--- src/rtl/button_pkg.sv ---
// rtl/button_pkg.sv - shared defaults, counter sizing helper and button vector type
package button_pkg;

    localparam int NUM_BUTTONS_DEF     = 4;
    localparam int DEBOUNCE_CYCLES_DEF = 500000;

    typedef logic [NUM_BUTTONS_DEF-1:0] btn_vec_t;

    // Width of the stability counter; a one-cycle filter still needs one bit.
    function automatic int cnt_width(input int n);
        int w;
        w = $clog2(n);
        return (w < 1) ? 1 : w;
    endfunction

endpackage

--- src/rtl/debounce_channel.sv ---
// rtl/debounce_channel.sv - two-flop synchroniser plus stability counter for one button
module debounce_channel
    import button_pkg::*;
#(
    parameter int DEBOUNCE_CYCLES = DEBOUNCE_CYCLES_DEF
) (
    input  logic clk_i,
    input  logic resetn_i,
    input  logic key_i,
    output logic button_o,
    output logic stable_o
);

    localparam int              CNT_W   = cnt_width(DEBOUNCE_CYCLES);
    localparam logic [CNT_W-1:0] CNT_MAX = CNT_W'(DEBOUNCE_CYCLES - 1);

    logic             sync1_q, sync1_d;
    logic             sync2_q, sync2_d;
    logic             button_q, button_d;
    logic [CNT_W-1:0] cnt_q, cnt_d;

    always_ff @(posedge clk_i) begin
        if (!resetn_i) begin
            sync1_q  <= 1'b0;
            sync2_q  <= 1'b0;
            button_q <= 1'b0;
            cnt_q    <= '0;
        end else begin
            sync1_q  <= sync1_d;
            sync2_q  <= sync2_d;
            button_q <= button_d;
            cnt_q    <= cnt_d;
        end
    end

    // Any sample agreeing with the output discards the pending change and restarts the count.
    always_comb begin
        sync1_d  = key_i;
        sync2_d  = sync1_q;
        button_d = button_q;
        cnt_d    = cnt_q;
        if (sync2_q == button_q) begin
            cnt_d = '0;
        end else if (cnt_q == CNT_MAX) begin
            button_d = sync2_q;
            cnt_d    = '0;
        end else begin
            cnt_d = cnt_q + CNT_W'(1);
        end
    end

    assign button_o = button_q;
    assign stable_o = (sync2_q == button_q);

endmodule

--- src/rtl/button_debounce.sv ---
// rtl/button_debounce.sv - per-button debounce array; BUTTON_ACTIVE_LOW_EN selects active-low pins
module button_debounce
    import button_pkg::*;
#(
    parameter int NUM_BUTTONS     = NUM_BUTTONS_DEF,
    parameter int DEBOUNCE_CYCLES = DEBOUNCE_CYCLES_DEF
) (
    input  logic                   CLOCK,
    input  logic                   RESET,
    input  logic [NUM_BUTTONS-1:0] KEY_IN,
    output logic [NUM_BUTTONS-1:0] BUTTONS,
    output logic [NUM_BUTTONS-1:0] STABLE
);

    logic [NUM_BUTTONS-1:0] key_pressed;

`ifdef BUTTON_ACTIVE_LOW_EN
    // Board keys pull low when pressed; an idle-high pin reads as released.
    assign key_pressed = ~KEY_IN;
`else
    assign key_pressed = KEY_IN;
`endif

    for (genvar i = 0; i < NUM_BUTTONS; i++) begin : g_chan
        debounce_channel #(
            .DEBOUNCE_CYCLES(DEBOUNCE_CYCLES)
        ) u_chan (
            .clk_i    (CLOCK),
            .resetn_i (RESET),
            .key_i    (key_pressed[i]),
            .button_o (BUTTONS[i]),
            .stable_o (STABLE[i])
        );
    end

endmodule

--- config.mk ---
export PLATFORM = sky130hd
export DESIGN_NAME = button_debounce
export DESIGN_NICKNAME = d
export VERILOG_FILES = /design/src/rtl/button_pkg.sv /design/src/rtl/debounce_channel.sv /design/src/rtl/button_debounce.sv
export SDC_FILE = /design/constraint.sdc
export NUM_CORES = 1
export LEC_CHECK = 0
export CORE_MARGIN = 4
export CORE_UTILIZATION = 60
export CTS_CLUSTER_SIZE = 20
export DETAILED_ROUTE_END_ITERATION = 8
export PLACE_DENSITY = 0.9
export SLEW_MARGIN = 20
export SYNTH_ARGS = -nofsm -noshare
export SYNTH_HDL_FRONTEND = slang
export SYNTH_SLANG_ARGS = --single-unit
--- constraint.sdc ---
create_clock -name CLOCK -period 2.69 [get_ports CLOCK]
set_input_delay 0.6725 -clock CLOCK [delete_from_list [all_inputs] [get_ports CLOCK]]
set_output_delay 0.6725 -clock CLOCK [all_outputs]
set_load 0.005 [all_outputs]
==> qor_table.md, run 1 <==
| Group | Item | This run |
|:---|:---|:---|
| cts | Total of cells resized after clock tree synthesis | 0 |
| floorplan | Y dimension of the die | 88.65 um |
| global routing | Number of global-route vias before repair | 3024 |
| worst setup path | Crit path cell chain | xnor2_1 > clkdlybuf4s50_1 |
| job | Count of max-cap constraint violations | 0 |
| pwr | P_int | 1895 uW |
| floorplan | Starting density of the core | 0.6146 |
| global routing | Initial antenna violation count | 0 |
| sta | Hold violation count in the final report | 0 |
| cells and area | Share of final-layout standard cells stronger than drive strength 1 | 0.06828 |
| place | Buffers on Ports | 13 |
| sta | Worst Hold Margin | 440.6 ps |
| global routing | Overall routing resource usage | 0.2068 |
| cts | Root Buffer | sky130_fd_sc_hd__clkbuf_8 |
| sta | Endpoints failing setup | 0 |
| sta | RSZ-0062 raised after global routing | no |
| logic synthesis | Post-Synthesis Net Count | 452 |
| routing | Detail Route Antenna Nets | 0 |
| pwr | Switching share of total power | 0.1935 |
| sta | Least-Margin Pin Slew | 773.5 ps |
| place | DPL Wire Length | 5080 um |
| sta | Slew HR | 0.4843 |
| routing | Pre-Repair DR Iteration Count | 4 |
| worst setup path | Data required time of the worst path | 2020 ps |
| outcome | Run status | finished clean |
| pwr | Clk network pwr share | 0.425 |
| global routing | Global-route wire length before repair | 12930 um |
| min path | Path type of the worst min-delay path | register to register |
| logic synthesis | Cells after Synth | 442 |
| floorplan | Std cell rows | 29 |
| pwr | Net Switching | 454.7 uW |
| routing | Routed length per instance | 13.74 um |
| global routing | Largest net degree at the start of global routing | 20 |
| cells and area | Nets@finish | 460 |
| cts | Number of buffers inserted for hold repair after clock tree synthesis | 0 |
| sta | Final critical delay including setup and external delays | 2258 ps |
| worst setup path | Biggest cell delay along the critical path | 570 ps |
| routing | DR vias | 3046 |
| pwr | P per Cell Area | 553.0 nW/um2 |
| floorplan | Num ports | 14 |
| cells and area | Synth-to-Final Area Change | 8.881% |
| cts | Maximum count of clock buffers along a single path | 2 |
| worst setup path | Type of the worst setup path | register to output pin |
| logic synthesis | Synthesis Warnings | 0 |
| place | Instance area at placement | 4029 um2 |
| cts | Sinks on Clock Net | 88 |
| cts | CTS tree | built |
| worst setup path | Register-to-register path setup slack | 610 ps |
| floorplan | Area enclosed by the die boundary | 7859 um2 |
| sta | Period Utilization, post-route | 0.8395 |
| place | Final weighted congestion of routability-driven global placement | 0.8367 |
| cells and area | Post-Route Utilization | 0.6692 |
| logic synthesis | Sequential cell area fraction in the yosys report | 0.4514 |
| routing | Drt first-iter violations | 92 |
| sta | Setup total negative slack | 0 ps |
| logic synthesis | Flip-flop and latch count after synthesis | 88 |
| pwr | Leakage | 0.001273 uW |
| sta | Number of slew-limit violations in the final report | 0 |
| global routing | Gr ovfl total | 0 |
| routing | Final routed wirelength across all metal layers | 7296 um |
| cells and area | Number of antenna repair diodes | 0 |
| worst setup path | Category of the worst setup path launch point | register |
| cts | Number of buffers added for setup after CTS | 0 |
| worst setup path | Crit. End Element | output pin |
| floorplan | Die Wd | 88.65 um |
| logic synthesis | Avg Synthesized Cell Area | 8.829 um2 |
| cts | Later-pin clock latency in the skew report | 350 ps |
| pwr | Share of power burned in registers | 0.559 |
| routing | Via-to-Cell Ratio | 5.736 |
| cells and area | Final Instance Area | 4249 um2 |
| worst setup path | Arrival time of the worst setup path | 1590 ps |
| logic synthesis | Number of distinct library cells after synthesis | 40 |
| pwr | Part of the power in combinational logic | 0.016 |
| worst setup path | Worst-path fanout max | 3 |
| sta | Clock Skew | 9.280 ps |
| logic synthesis | Netlist area before placement | 3902 um2 |
| worst setup path | Slowest CP cell | sky130_fd_sc_hd__clkdlybuf4s50_1 |
| cts | # H-tree levels | 3 |
| cts | CTS clk-pin slew, worst paths | 80 ps |
| sta | Peak clock frequency supported by timing | 0.4428 GHz |
| floorplan | Core ar. | 6350 um2 |
| cts | Number of CTS-inserted buffers | 9 |
| routing | DRC violation count after routing | 0 |
| pwr | Worst IR Drop VDD | 0.4694 mV |
routing by layer:
layer	share of wire	vias to the layer above	global-route usage	wire, um
li1	-	1547	-	-
met1	0.43	1451	0.2351	3146
met2	0.52	41	0.3725	3817
met3	0.036	7	0.06331	265
met4	0.0089	0	0.05769	65
met5	0	-	0	0
registers in the layout, indices dropped and copies added, names as in the netlist:
signal                  count
g_chan.u_chan.cnt_q        76
g_chan.u_chan.sync1_q       4
g_chan.u_chan.sync2_q       4
g_chan.u_chan.button_o      4
layout make-up:
| type | count | area [um2] |
|---|---|---|
| flip-flops and latches | 88 | 1762 |
| clock inverters | 3 | 65.06 |
| multi-input cells | 319 | 1962 |
| inverters | 17 | 63.81 |
| clock buffers | 12 | 155.1 |
| repair buffers | 15 | 145.1 |
| fillers | 492 | 2101 |
| well taps | 77 | 96.34 |
layout by cell type (no fill, tap or decap), types with 3 or more instances in the layout:
| master | synthesis | routed |
|---|---|---|
| sky130_fd_sc_hd__nand2_1 | 22 | 22 |
| sky130_fd_sc_hd__and3_1 | 6 | 6 |
| sky130_fd_sc_hd__nand2b_1 | 3 | 3 |
| sky130_fd_sc_hd__ha_1 | 4 | 4 |
| sky130_fd_sc_hd__dfxtp_1 | 88 | 88 |
| sky130_fd_sc_hd__o21a_1 | 4 | 4 |
| sky130_fd_sc_hd__nand4_1 | 17 | 17 |
| sky130_fd_sc_hd__clkdlybuf4s50_1 | 0 | 13 |
| sky130_fd_sc_hd__nor2_1 | 66 | 66 |
| sky130_fd_sc_hd__or3_1 | 12 | 12 |
| sky130_fd_sc_hd__xnor2_1 | 27 | 27 |
| sky130_fd_sc_hd__or4_4 | 3 | 3 |
| sky130_fd_sc_hd__a21oi_1 | 20 | 20 |
| sky130_fd_sc_hd__o31ai_1 | 9 | 9 |
| sky130_fd_sc_hd__nor4_1 | 10 | 10 |
| sky130_fd_sc_hd__xor2_1 | 26 | 26 |
| sky130_fd_sc_hd__nor3_1 | 6 | 6 |
| sky130_fd_sc_hd__o21ai_0 | 12 | 12 |
| sky130_fd_sc_hd__or2_2 | 4 | 4 |
| sky130_fd_sc_hd__and2_1 | 11 | 11 |
| sky130_fd_sc_hd__clkbuf_8 | 0 | 11 |
| sky130_fd_sc_hd__and4_1 | 6 | 6 |
| sky130_fd_sc_hd__inv_1 | 17 | 17 |
| sky130_fd_sc_hd__or4_1 | 11 | 11 |
| sky130_fd_sc_hd__nand3_1 | 25 | 25 |
synthesized netlist by cell type (all sizes together):
| cell type | count | area share |
|---|---|---|
| or3 | 14 | 0.023 |
| inv | 17 | 0.016 |
| nand2 | 23 | 0.023 |
| xnor2 | 27 | 0.061 |
| nor3b | 1 | 0.0019 |
| nand4 | 17 | 0.027 |
| xor2 | 26 | 0.058 |
| a21oi | 21 | 0.028 |
| nor4 | 10 | 0.016 |
| and3 | 6 | 0.0096 |
| nand4bb | 1 | 0.0029 |
| clkbuf | 6 | 0.0058 |
| o21ai | 16 | 0.027 |
| and4 | 6 | 0.013 |
| or4 | 14 | 0.030 |
| dfxtp | 88 | 0.45 |
| and2 | 11 | 0.018 |
| nor3 | 6 | 0.0077 |
| o31ai | 9 | 0.017 |
| nand2b | 3 | 0.0048 |
| buf | 12 | 0.024 |
| or4b | 1 | 0.0026 |
| nor4b | 1 | 0.0022 |
| nand3 | 26 | 0.035 |
| or2 | 4 | 0.0064 |
| nor2 | 66 | 0.063 |
| o21a | 4 | 0.0077 |
| ha | 4 | 0.013 |
| nor4bb | 1 | 0.0026 |
| nand3b | 1 | 0.0019 |
kinds of logic after synthesis:
kind of cell             count (synthesis)  share of synthesized area
adder cells (fa/ha/maj)                  4                    0.01283
AO/OA/AOI/OAI                           50                    0.08015
AND/OR/NAND/NOR                        212                     0.2908
buffers and inverters                   35                    0.04585
XOR/XNOR                                53                     0.1189
flip-flops                              88                     0.4514
power groups by stage:
stage | clock network (uW) | registers (uW) | logic (uW)
4_1_cts | 1020 | 1310 | 38.7
2_1_floorplan | 0 | 1340 | 24.5
6_report | 999 | 1310 | 38.2
3_5_place_dp | 0 | 1340 | 38.5
5_1_grt | 1090 | 1310 | 42.3
3_3_place_gp | 0 | 1340 | 37.5
critical path, delay by kind of cell (launching register included):
kind / cells / cell delay, ps
buf+inv: 1 / 570
flops: 1 / 350
xor+xnor: 1 / 320
path summary, 6_finish.rpt:
check                                         startpoint                                     to  cells after the start
setup reg to reg    g_chan[3].u_chan.cnt_q[0]$_SDFF_PP0_  g_chan[3].u_chan.cnt_q[10]$_SDFF_PP0_                      5
setup / recovery  g_chan[2].u_chan.button_o$_SDFFE_PN0P_                              STABLE[2]                      2
hold reg to reg      g_chan[2].u_chan.sync1_q$_SDFF_PN0_    g_chan[2].u_chan.sync2_q$_SDFF_PN0_                      1
hold / removal       g_chan[2].u_chan.sync1_q$_SDFF_PN0_    g_chan[2].u_chan.sync2_q$_SDFF_PN0_                      1
stage by stage:
stage          cells  total power, uW  worst slack, ps
2_1_floorplan    442             1367            836.5
3_3_place_gp     516             1381            597.2
3_5_place_dp     516             1382            556.4
4_1_cts          531             2374            447.4
5_1_grt          531             2445            389.1
6_report         531             2350            431.6
No activity file was read; power rests on OpenSTA's default activity.
==> run 2: changes to the inputs <==
==> constraint.sdc (replaced) <==
create_clock -name CLOCK -period 2.27 [get_ports CLOCK]
set_input_delay 0.5675 -clock CLOCK [delete_from_list [all_inputs] [get_ports CLOCK]]
set_output_delay 0.5675 -clock CLOCK [all_outputs]
set_load 0.005 [all_outputs]
==> run 2 against run 1 <==
Effect of this change:
- clock skew rose by 3.8 ps
- via count is 0.13% higher
- register-to-register slack got worse by 430 ps
- wire length grew 0.99%
- core utilization grew 0.20 points
- worst setup slack lost 250 ps
- first-iteration DRC count increased by 9.8%
- power rose by 18%
- critical path type is now register to register
- largest power group unchanged
- highest routed layer unchanged
==> qor_table.md, run 2 (same netlist as run 1, synthesis figures left out) <==
| Group | Item | This run |
|:---|:---|:---|
| worst setup path | Data required time of the worst path | 2500 ps |
| sta | Hold violation count in the final report | 0 |
| floorplan | Area enclosed by the die boundary | 7859 um2 |
| worst setup path | Worst-path fanout max | 19 |
| job | Count of max-cap constraint violations | 0 |
| cells and area | Synth-to-Final Area Change | 9.202% |
| cells and area | Leading cell type in the layout, fill and taps excluded | sky130_fd_sc_hd__dfxtp_1 |
| routing | Routed length per instance | 13.82 um |
| cts | Maximum count of clock buffers along a single path | 2 |
| outcome | Run status | finished clean |
| cells and area | Number of filler cells placed in the layout | 510 |
| place | Instance area at placement | 4044 um2 |
| global routing | Gr ovfl total | 0 |
| cells and area | Post-Route Utilization | 0.6711 |
| cells and area | Number of flip-flops under the largest register name | 76 |
| worst setup path | Arrival time of the worst setup path | 2320 ps |
| routing | DRC violation count after routing | 0 |
| cells and area | Share of final-layout standard cells stronger than drive strength 1 | 0.07456 |
| global routing | Number of global-route vias before repair | 3034 |
| worst setup path | Biggest cell delay along the critical path | 560 ps |
| worst setup path | Crit. End Element | register |
| pwr | Total power of the final layout | 2769 uW |
| global routing | Overall routing resource usage | 0.2098 |
| sta | Number of slew-limit violations in the final report | 0 |
| floorplan | Core ar. | 6350 um2 |
| cells and area | Register containing the most flip-flops in the final layout | g_chan.u_chan.cnt_q |
| cts | Root Buffer | sky130_fd_sc_hd__clkbuf_8 |
| global routing | Global-route wire length before repair | 12980 um |
| cts | Number of buffers inserted for hold repair after clock tree synthesis | 0 |
| sta | RSZ-0062 raised after global routing | no |
| worst setup path | Slowest CP cell | sky130_fd_sc_hd__or4b_1 |
| sta | Endpoints failing setup | 0 |
| sta | Clock Skew | 13.06 ps |
| cells and area | Nets@finish | 462 |
| sta | Setup total negative slack | 0 ps |
| global routing | Largest net degree at the start of global routing | 20 |
| cts | Number of CTS-inserted buffers | 9 |
| cts | Sinks on Clock Net | 88 |
| place | Worst slack, placed | 229.5 ps |
| routing | DR vias | 3050 |
| sta | Final WS setup | 179.6 ps |
| min path | Path type of the worst min-delay path | register to register |
| cts | CTS tree | built |
| sta | Final critical delay including setup and external delays | 2090 ps |
| floorplan | Die Wd | 88.65 um |
| routing | Final routed wirelength across all metal layers | 7368 um |
| routing | Via-to-Cell Ratio | 5.722 |
| floorplan | Y dimension of the die | 88.65 um |
| cts | CTS clk-pin slew, worst paths | 80 ps |
| sta | Slew HR | 0.6560 |
| place | Final weighted congestion of routability-driven global placement | 0.8411 |
| sta | Least-Margin Pin Slew | 514.1 ps |
| global routing | Initial antenna violation count | 0 |
| pwr | Worst IR Drop VDD | 0.6866 mV |
| cts | Number of buffers added for setup after CTS | 0 |
| routing | Pre-Repair DR Iteration Count | 4 |
| floorplan | Starting density of the core | 0.6146 |
| floorplan | Num ports | 14 |
| cells and area | Number of antenna repair diodes | 0 |
| worst setup path | Type of the worst setup path | register to register |
| place | DPL Wire Length | 5093 um |
| cts | Total of cells resized after clock tree synthesis | 0 |
| routing | Detail Route Antenna Nets | 0 |
| sta | Peak clock frequency supported by timing | 0.4784 GHz |
| cells and area | Leading cell types in the layout, fill and taps excluded | 88 x sky130_fd_sc_hd__dfxtp_1, 66 x sky130_fd_sc_hd__nor2_1, 27 x sky130_fd_sc_hd__xnor2_1 |
| worst setup path | Crit path cell chain | or4b_1 > or4_4 > o21ai_4 > nor2_1 |
| cells and area | Final Instance Area | 4262 um2 |
| place | Buffers on Ports | 13 |
| pwr | Leakage | 0.001276 uW |
| cts | Later-pin clock latency in the skew report | 360 ps |
| pwr | P per Cell Area | 649.8 nW/um2 |
| floorplan | Std cell rows | 29 |
| routing | Drt first-iter violations | 101 |
| worst setup path | Category of the worst setup path launch point | register |
| cts | # H-tree levels | 3 |
| sta | Period Utilization, post-route | 0.9209 |
## run 2: cell count changes in the layout (fill, tap and decap cells not counted), sizes merged
cell      change
buf           +2
clkbuf        -3
clkinv        +1
clkinvlp      +1
inv           +1
## run 2: path summary, 6_finish.rpt
kind,from,to,slack [ps],depth (start not counted)
min,g_chan[3].u_chan.sync1_q$_SDFF_PN0_,g_chan[3].u_chan.sync2_q$_SDFF_PN0_,430,1
min reg2reg,g_chan[3].u_chan.sync1_q$_SDFF_PN0_,g_chan[3].u_chan.sync2_q$_SDFF_PN0_,430,1
max reg2reg,g_chan[0].u_chan.cnt_q[11]$_SDFF_PP0_,g_chan[0].u_chan.cnt_q[6]$_SDFF_PP0_,180,4
max,g_chan[0].u_chan.cnt_q[11]$_SDFF_PP0_,g_chan[0].u_chan.cnt_q[6]$_SDFF_PP0_,180,4
## run 2: cell type report
cell class,instances,area (um2),area share
Inverter,17,63.81,0.01497
Tap cell,77,96.34,0.02261
Clock inverter,6,93.84,0.02202
Multi-Input combinational cell,319,1962,0.4604
Timing Repair Buffer,17,160.2,0.03758
Clock buffer,9,123.9,0.02907
Sequential cell,88,1762,0.4134
## run 2: power breakdown
| part | total, uW | internal, uW | switching, uW |
|---|---|---|---|
| logic | 46.2 | 22.5 | 23.7 |
| clock network | 1170 | 621 | 546 |
| registers | 1560 | 1550 | 4.96 |
| total | 2770 | 2190 | 575 |
## run 2: layer usage
metal  wire, um  up-vias  global-route usage
met5          0        -                   0
met4        135        0             0.07830
met3        259       17             0.06238
met2       3880       37              0.3860
met1       3094     1454              0.2243
li1           -     1542                   -
## run 2: through the flow
| stage | hold slack [ps] | instances |
|---|---|---|
| CTS | 438.6 | 533 |
| floorplan | 411.9 | 442 |
| global route | 465.7 | 533 |
| detailed placement | 423.3 | 518 |
| finish | 433.3 | 533 |
| global placement | 418.4 | 518 |
## run 2: critical path: cells and delay by family (launching register included)
family / cells / cell delay [ps]
flops: 1 / 360
simple gates: 3 / 1130
compound gates: 1 / 460
==> run 3: changes to the inputs <==
--- a/config.mk
+++ b/config.mk
@@ -5,11 +5,12 @@
 export SDC_FILE = /design/constraint.sdc
 export NUM_CORES = 1
 export LEC_CHECK = 0
-export CORE_MARGIN = 4
+export CORE_MARGIN = 10
 export CORE_UTILIZATION = 60
 export CTS_CLUSTER_SIZE = 20
 export DETAILED_ROUTE_END_ITERATION = 8
-export PLACE_DENSITY = 0.9
+export DONT_BUFFER_PORTS = 1
+export PLACE_DENSITY = 0.88
 export SLEW_MARGIN = 20
 export SYNTH_ARGS = -nofsm -noshare
 export SYNTH_HDL_FRONTEND = slang
==> run 3 against run 2 <==
Effect of this change:
- worst setup slack better by 39 ps
- sequential power hardly changed
- global-route usage is 5.7 points lower
- sequential cell count stayed put
- die area is 29% higher
- core utilization is 2.0 points lower
- cell area is 3.0% lower
- sequential share of layout area is 1.3 points higher
- fmax is 1.9% higher
- critical path depth stayed put
- count of clock-buffer cells in the layout is 2 higher
==> qor_table.md, run 3 (same netlist as run 1, synthesis figures left out) <==
| Group | Item | This run |
|:---|:---|:---|
| outcome | Run status | finished clean |
| routing | Final routed wirelength across all metal layers | 7518 um |
| routing | Via-to-Cell Ratio | 5.875 |
| pwr | Total power of the final layout | 2784 uW |
| sta | Least-Margin Pin Slew | 507.8 ps |
| cts | Number of CTS-inserted buffers | 9 |
| cts | # H-tree levels | 3 |
| routing | DRC violation count after routing | 0 |
| worst setup path | Crit path cell chain | or4_1 > or4_4 > o21ai_4 > nor2_1 |
| global routing | Largest net degree at the start of global routing | 20 |
| worst setup path | Slowest CP cell | sky130_fd_sc_hd__or4_1 |
| worst setup path | Category of the worst setup path launch point | register |
| min path | Worst hold path stage count | 1 |
| cells and area | Number of antenna repair diodes | 0 |
| cts | CTS tree | built |
| worst setup path | Type of the worst setup path | register to register |
| sta | Number of slew-limit violations in the final report | 0 |
| floorplan | Starting density of the core | 0.6146 |
| floorplan | Die Wd | 100.7 um |
| job | Count of max-cap constraint violations | 0 |
| cts | Root Buffer | sky130_fd_sc_hd__clkbuf_8 |
| cells and area | Share of final-layout standard cells stronger than drive strength 1 | 0.07658 |
| worst setup path | Stages on the worst setup path | 4 |
| cells and area | Number of flip-flops under the largest register name | 76 |
| sta | Slew HR | 0.6602 |
| sta | Peak clock frequency supported by timing | 0.4874 GHz |
| cts | CTS clk-pin slew, worst paths | 90 ps |
| floorplan | Core ar. | 6350 um2 |
| routing | Routed length per instance | 14.43 um |
| routing | DR vias | 3061 |
| place | Buffers on Ports | 0 |
| place | Final weighted congestion of routability-driven global placement | 0.8275 |
| cts | Total of cells resized after clock tree synthesis | 0 |
| worst setup path | Count of cells along the worst register-to-register path | 4 |
| pwr | Worst IR Drop VDD | 0.4418 mV |
| sta | Setup total negative slack | 0 ps |
| cells and area | Leading cell types in the layout, fill and taps excluded | 88 x sky130_fd_sc_hd__dfxtp_1, 66 x sky130_fd_sc_hd__nor2_1, 27 x sky130_fd_sc_hd__xnor2_1 |
| floorplan | Y dimension of the die | 100.7 um |
| cells and area | Synth-to-Final Area Change | 5.931% |
| sta | RSZ-0062 raised after global routing | no |
| worst setup path | Number of buffers and inverters on the critical path | 0 |
| sta | Period Utilization, post-route | 0.9038 |
| pwr | P per Cell Area | 673.5 nW/um2 |
| global routing | Overall routing resource usage | 0.1529 |
| worst setup path | Crit. End Element | register |
| sta | Final critical delay including setup and external delays | 2052 ps |
| floorplan | Area enclosed by the die boundary | 10130 um2 |
| sta | Clock Skew | 7.307 ps |
| place | DPL Wire Length | 5072 um |
| global routing | Initial antenna violation count | 0 |
| worst setup path | Top delay family on crit path | simple AND/OR/NAND/NOR gates |
| cts | Maximum count of clock buffers along a single path | 2 |
| worst setup path | Biggest cell delay along the critical path | 510 ps |
| sta | Hold violation count in the final report | 0 |
| cells and area | Register containing the most flip-flops in the final layout | g_chan.u_chan.cnt_q |
| routing | Detail Route Antenna Nets | 0 |
| routing | Pre-Repair DR Iteration Count | 7 |
| cells and area | Nets@finish | 449 |
| floorplan | Std cell rows | 29 |
| pwr | Leakage | 0.001235 uW |
| cts | Sinks on Clock Net | 88 |
| global routing | Gr ovfl total | 0 |
| sta | Final WS setup | 218.5 ps |
| cells and area | Leading cell type in the layout, fill and taps excluded | sky130_fd_sc_hd__dfxtp_1 |
| cts | Later-pin clock latency in the skew report | 360 ps |
| worst setup path | Data required time of the worst path | 2500 ps |
| floorplan | Num ports | 14 |
| worst setup path | Worst-path fanout max | 19 |
| worst setup path | Arrival time of the worst setup path | 2290 ps |
| global routing | Global-route wire length before repair | 12970 um |
| place | Worst slack, placed | 241.6 ps |
| global routing | Number of global-route vias before repair | 3011 |
| sta | Endpoints failing setup | 0 |
| sta | Worst Hold Margin | 319.9 ps |
| cts | Number of buffers inserted for hold repair after clock tree synthesis | 0 |
| min path | Path type of the worst min-delay path | input port to register |
| routing | Drt first-iter violations | 141 |
| cts | Number of buffers added for setup after CTS | 0 |
| cells and area | Post-Route Utilization | 0.6510 |
## run 3: where the power goes
part	switching (uW)	internal (uW)
Clock	549	651
Combinational	19.4	9.61
Sequential	5.13	1550
Total	573	2210
## run 3: routing by layer
layer / global-route usage / share of wire / up-vias / wire length, um
met5: 0 / 0 / - / 0
met4: 0.08478 / 0.028 / 0 / 209
met3: 0.02881 / 0.049 / 23 / 365
met2: 0.2570 / 0.49 / 65 / 3647
met1: 0.1783 / 0.44 / 1445 / 3297
li1: - / - / 1528 / -
## run 3: layout make-up
class,instances,area [um2]
Multi-Input combinational cell,319,1962
Timing Repair Buffer,4,30.03
Clock inverter,5,78.83
Sequential cell,88,1762
Clock buffer,11,141.4
Fill cell,507,2216
Tap cell,77,96.34
Inverter,17,63.81
## run 3: metrics by stage
step / instances / cell area, um2
3_5_place_dp: 505 / 3914
6_report: 521 / 4134
4_1_cts: 521 / 4134
2_1_floorplan: 442 / 3902
3_3_place_gp: 505 / 3914
5_1_grt: 521 / 4134
## run 3: worst paths after layout
path	to	slack, ps	start
max reg2reg	g_chan[2].u_chan.cnt_q[6]$_SDFF_PP0_	220	g_chan[2].u_chan.cnt_q[6]$_SDFF_PP0_
min	g_chan[1].u_chan.button_o$_SDFFE_PN0P_	320	RESET
min reg2reg	g_chan[3].u_chan.sync2_q$_SDFF_PN0_	450	g_chan[3].u_chan.sync1_q$_SDFF_PN0_
max	g_chan[2].u_chan.cnt_q[6]$_SDFF_PP0_	220	g_chan[2].u_chan.cnt_q[6]$_SDFF_PP0_
